**src/rtl/asymfifo_s1_xw.sv**
```systemverilog
// Asymmetric-width synchronous FIFO: packs narrow pushes into wide RAM words
// (upsize), or splits wide RAM words into narrow pops (downsize).
module asymfifo_s1_xw #(
   parameter int unsigned IN_W       = 8,
   parameter int unsigned OUT_W      = 32,
   parameter int unsigned DEPTH      = 4,
   parameter int unsigned ERR_MODE   = 0,
   parameter int unsigned BYTE_ORDER = 0,
   localparam int unsigned AW        = $clog2(DEPTH + 1)
) (
   input  logic             clk,
   input  logic             rst,
   input  logic             push_req_n,
   input  logic             pop_req_n,
   input  logic             flush_n,
   input  logic [IN_W-1:0]  data_in,
   input  logic [AW-1:0]    ae_level,
   input  logic [AW-1:0]    af_level,
   output logic             empty,
   output logic             almost_empty,
   output logic             half_full,
   output logic             almost_full,
   output logic             ram_full,
   output logic             full,
   output logic             error,
   output logic             part_wd,
   output logic [AW-1:0]    word_count,
   output logic [OUT_W-1:0] data_out
);

   localparam int unsigned W   = (IN_W > OUT_W) ? IN_W : OUT_W;
   localparam int unsigned S   = (IN_W > OUT_W) ? OUT_W : IN_W;
   localparam int unsigned R   = W / S;
   localparam bit          UP  = (IN_W < OUT_W);
   localparam bit          DN  = (IN_W > OUT_W);
   localparam int unsigned PW  = $clog2(DEPTH);
   localparam int unsigned SW  = (R > 1) ? $clog2(R) : 1;
   localparam int unsigned AW1 = AW + 1;
   localparam logic [PW-1:0] PTR_LAST = PW'(DEPTH - 1);
   localparam logic [SW-1:0] SL_LAST  = SW'(R - 1);

   logic [W-1:0]  mem [DEPTH];
   logic [PW-1:0] wr_ptr, rd_ptr, wr_ptr_n, rd_ptr_n;
   logic [W-1:0]  acc, acc_n, acc_ins, wr_data, head;
   logic [SW-1:0] acc_cnt, acc_cnt_n, rd_slice, rd_slice_n;
   logic [AW-1:0] wc_n;
   logic          push, pop, flush, push_ok, pop_ok, wr_en, word_done, bad;

   // Bit offset of slice k inside a wide word; slice 0 is the first in/out.
   function automatic int unsigned slice_off(input logic [SW-1:0] k);
      return (BYTE_ORDER == 0) ? (R - 1 - 32'(k)) * S : 32'(k) * S;
   endfunction

   assign push    = ~push_req_n;
   assign pop     = ~pop_req_n;
   assign flush   = ~flush_n;
   assign push_ok = push && !full;
   assign pop_ok  = pop && !empty;

   // Next-state: accumulator packing, RAM write, slice/word consumption.
   always_comb begin
      acc_n      = acc;
      acc_cnt_n  = acc_cnt;
      acc_ins    = acc;
      rd_slice_n = rd_slice;
      wr_ptr_n   = wr_ptr;
      rd_ptr_n   = rd_ptr;
      wr_en      = 1'b0;
      wr_data    = '0;
      word_done  = 1'b0;
      bad        = (push && full) || (pop && empty);
      if (UP) begin
         if (push_ok) acc_ins = acc | (W'(data_in) << slice_off(acc_cnt));
         acc_n     = acc_ins;
         acc_cnt_n = acc_cnt + SW'(push_ok);
         // A completing push wins over flush; flush into a full RAM keeps the partial word.
         if ((push_ok && acc_cnt == SL_LAST) || (flush && part_wd && !ram_full)) begin
            wr_en     = 1'b1;
            wr_data   = acc_ins;
            acc_n     = '0;
            acc_cnt_n = '0;
         end else if (flush && part_wd) begin
            bad = 1'b1;
         end
      end else if (push_ok) begin
         wr_en   = 1'b1;
         wr_data = W'(data_in);
      end
      if (pop_ok) begin
         if (DN && rd_slice != SL_LAST) begin
            rd_slice_n = rd_slice + SW'(1);
         end else begin
            rd_slice_n = '0;
            word_done  = 1'b1;
         end
      end
      if (wr_en)     wr_ptr_n = (wr_ptr == PTR_LAST) ? '0 : wr_ptr + PW'(1);
      if (word_done) rd_ptr_n = (rd_ptr == PTR_LAST) ? '0 : rd_ptr + PW'(1);
      wc_n = word_count + AW'(wr_en) - AW'(word_done);
   end

   // State and status flags, all derived from the post-operation count.
   always_ff @(posedge clk or posedge rst) begin
      if (rst) begin
         wr_ptr       <= '0;
         rd_ptr       <= '0;
         acc          <= '0;
         acc_cnt      <= '0;
         rd_slice     <= '0;
         word_count   <= '0;
         empty        <= 1'b1;
         almost_empty <= 1'b1;
         half_full    <= 1'b0;
         almost_full  <= 1'b0;
         ram_full     <= 1'b0;
         full         <= 1'b0;
         error        <= 1'b0;
         part_wd      <= 1'b0;
      end else begin
         wr_ptr       <= wr_ptr_n;
         rd_ptr       <= rd_ptr_n;
         acc          <= acc_n;
         acc_cnt      <= acc_cnt_n;
         rd_slice     <= rd_slice_n;
         word_count   <= wc_n;
         empty        <= (wc_n == '0);
         almost_empty <= (wc_n <= ae_level);
         half_full    <= (wc_n >= AW'((DEPTH + 1) / 2));
         almost_full  <= (({1'b0, wc_n} + {1'b0, af_level}) >= AW1'(DEPTH));
         ram_full     <= (wc_n == AW'(DEPTH));
         full         <= (wc_n == AW'(DEPTH)) && (!UP || acc_cnt_n == SL_LAST);
         error        <= (ERR_MODE == 0) ? (error | bad) : bad;
         part_wd      <= UP && (acc_cnt_n != '0);
      end
   end

   // Storage array; contents survive reset.
   always_ff @(posedge clk) begin
      if (wr_en) mem[wr_ptr] <= wr_data;
   end

   // Head slice presented combinationally, forced to zero while empty.
   always_comb begin
      head = mem[rd_ptr];
      if (empty)   data_out = '0;
      else if (DN) data_out = OUT_W'(head >> slice_off(rd_slice));
      else         data_out = OUT_W'(head);
   end

endmodule

```
**config.mk**
```make
export PLATFORM = sky130hd
export DESIGN_NAME = asymfifo_s1_xw
export DESIGN_NICKNAME = d
export VERILOG_FILES = /design/src/rtl/asymfifo_s1_xw.sv
export SDC_FILE = /design/constraint.sdc
export NUM_CORES = 1
export LEC_CHECK = 0
export BUFFER_PORTS_ARGS = -buffer_cell sky130_fd_sc_hd__buf_4
export CAP_MARGIN = 25
export CORE_MARGIN = 4
export CORE_UTILIZATION = 38
export DETAILED_ROUTE_END_ITERATION = 7
export GPL_TIMING_DRIVEN = 0
export PLACE_DENSITY = 0.57
export REMOVE_ABC_BUFFERS = 1
export SYNTH_ARGS = -nofsm -noshare
export SYNTH_HDL_FRONTEND = slang
export SYNTH_SLANG_ARGS = --single-unit
export TNS_END_PERCENT = 1
```
**constraint.sdc**
```tcl
create_clock -name clk -period 5.01 [get_ports clk]
set_input_delay 0.501 -clock clk [delete_from_list [all_inputs] [get_ports clk]]
set_output_delay 0.501 -clock clk [all_outputs]
set_load 0.1 [all_outputs]
```
==> impl_metrics.yaml <==
timing:
  drv_slew: 0
  rsz0062_at_grt: "false"
  hold_viol_final: 0
  finalCritPeriodShare_pct: 83.6
  relSlewSlack_pct: 41.1
  skew_ns: 0.0120
  fmax_mhz: 239
  whs_ns: 0.117
  setup_viol: 0
  tightest_slew_ns: 0.881
  fin_crit_ns: 4.19
die:
  die_h_microns: 144
  core_area_sq_mm: 0.0180
  die_w_microns: 144
  core.rowCount: 49
  initial_core_util_pct: 38.8
  pin_count: 62
  die_area_sq_mm: 0.0206
cts:
  clk_latency_ns: 0.42
  cts_buffer_depth: 2
  hold_buffers: 0
  cts_resized: 0
  clock_sinks: 177
  postCtsSetupRepairBufs: 0
  cts_root_buf: "clkbuf_16"
  htree_num_levels: 4
  path_clk_slew_ns: 0.06
  cts_buffers: 17
  cts_tree: "yes"
drt:
  first_pass_iters: 4
  drt_iter0_markers: 248
  vias_per_cell: 5.02
  drc: 0
  via_count: 3690
  drtAntennaViolNets: 0
  post_drt_wl_per_cell_microns: 18.6
  drt_wl_total_microns: 13700
setup_path:
  path_buf_inv: 4
  worst_setup_path_end_kind: "register"
  worstPathRequired_ns: 5.36
  cp_slowest_cell: "inv_2"
  worst-setup-path-type: "reg2reg"
  crit_fanout: 43
  cp_top_family: "adder cells"
  cpPeakStageDelay_ns: 0.56
  setup.worst_path.start_class: "register"
  worstPathCellList: "nor4bb_4 > o21bai_4 > inv_2 > ha_1 > inv_1 > ha_1 > inv_1 > fa_1 > inv_1 > ha_1 > nor2b_1 > o21ai_0 > maj3_1"
  crit_arrival_ns: 4.53
worst_hold_path:
  hold_class: "in2async"
synth:
  synthDistinctLibCells: 28
  ys_ff_latch: 177
  syn_inst: 419
  syn_area_per_cell_sq_um: 16.7
  seq_area_frac_synth_pct: 72.6
  ys_warn_count: 0
  syn-cell-area_sq_mm: 0.00699
layout:
  seq_area_sq_mm: 0.00507
  final_cell_mix: "edfxtp_1 (128), buf_4 (67), nor2_1 (64), dfrtp_1 (45), nor2b_1 (33)"
  drive_gt1_share_pct: 30.0
  n_antenna_cell: 0
  nFillCells: 1555
  area_growth_syn_to_layout_pct: 21.0
  final_common_cell: "edfxtp_1"
  multi_input_area_sq_mm: 0.00180
  num-nets-final: 524
global_route:
  grt_pass1_vias: 3891
  grt_usage_pct: 14.5
  overflow: 0
  grt_antenna_before_repair: 0
  grt_pass1_wl_microns: 21900
  grt_max_degree: 44
placed_design:
  hpwl_microns: 8590
  numPortBuffers: 61
  gp_congestion: 0.739
flow_run:
  drv_cap: 0
status:
  status: "finished clean"
## Yosys cell counts (all sizes together)
master,instances,area [sq um]
nor2b,33,206
edfxtp,128,3840
fa,1,20.0
mux2,4,45.0
buf,13,65.1
dfstp,2,52.6
nor4bb,1,10.0
maj3,1,10.0
nor4b,2,30.0
mux4,32,721
clkbuf,6,22.5
o21ai,2,10.0
nand2b,1,6.26
and2,14,87.6
o21bai,1,18.8
a21oi,32,160
nor4,2,18.8
a311oi,1,8.76
xnor2,1,8.76
inv,12,45.0
dfrtp,47,1180
ha,11,138
nor2,64,240
xor2,2,17.5
a221oi,1,8.76
nand2,5,18.8
## through the flow
stage          worst slack, ns  cells  TNS, ns  utilization (%)  instance area (sq um)
6_report                 0.824    735        0             46.9                   8450
5_1_grt                  0.499    735        0             46.9                   8450
4_1_cts                  0.200    732        0             46.8                   8430
3_5_place_dp            0.0886    700        0             43.4                   7830
3_3_place_gp             -1.27    690   -57.36             42.4                   7650
2_1_floorplan            0.504    400        0                -                   6900
## path summary, 6_finish.rpt
path	cells past startpoint	slack, ns	endpoint	start
worst min register to register	2	0.48	acc[16]	acc[16]
worst max register to register	13	0.82	almost_empty	full
min in group clk	3	0.28	almost_full	af_level[2]
worst max-delay path	13	0.82	almost_empty	full
worst min-delay path	2	0.12	half_full	rst
max in group asynchronous	3	4.30	empty	rst
## area by class of cell
cell class	count	share of cell area [%]
repair buffers	74	7.61
flip-flops and latches	177	60.0
multi-input cells	211	21.3
clock buffers	19	5.12
inverters	12	0.533
well taps	229	3.39
clock inverters	13	1.98
## kinds of logic after synthesis
| logic type | Yosys count | share of synthesized area [%] |
|---|---|---|
| flip-flops | 177 | 72.6 |
| AND/OR/NAND/NOR | 122 | 8.84 |
| AO/OA/AOI/OAI | 37 | 2.95 |
| multiplexers | 36 | 11.0 |
| buffers and inverters | 31 | 1.90 |
| adder cells (fa/ha/maj) | 13 | 2.40 |
| XOR/XNOR | 3 | 0.376 |
## layer usage
| layer | vias to the layer above | GRT usage (%) | part of all wire (%) |
|---|---|---|---|
| met5 | - | 0 | 0 |
| met4 | 0 | 3.42 | 0.76 |
| met3 | 9 | 4.99 | 5.2 |
| met2 | 74 | 22.4 | 49 |
| met1 | 1912 | 19.9 | 45 |
| li1 | 1695 | - | - |
## sequential cells by signal, summed over array words and instances (netlist names)
name          cells
almost_empty      1
error             1
full              1
rd_ptr            2
word_count        3
wr_ptr            2
acc              32
mem             128
part_wd           1
almost_full       1
ram_full          1
acc_cnt           2
half_full         1
empty             1
Power is not shown: default switching activity piles up to over one toggle a cycle in this logic, so the estimate is an artifact.
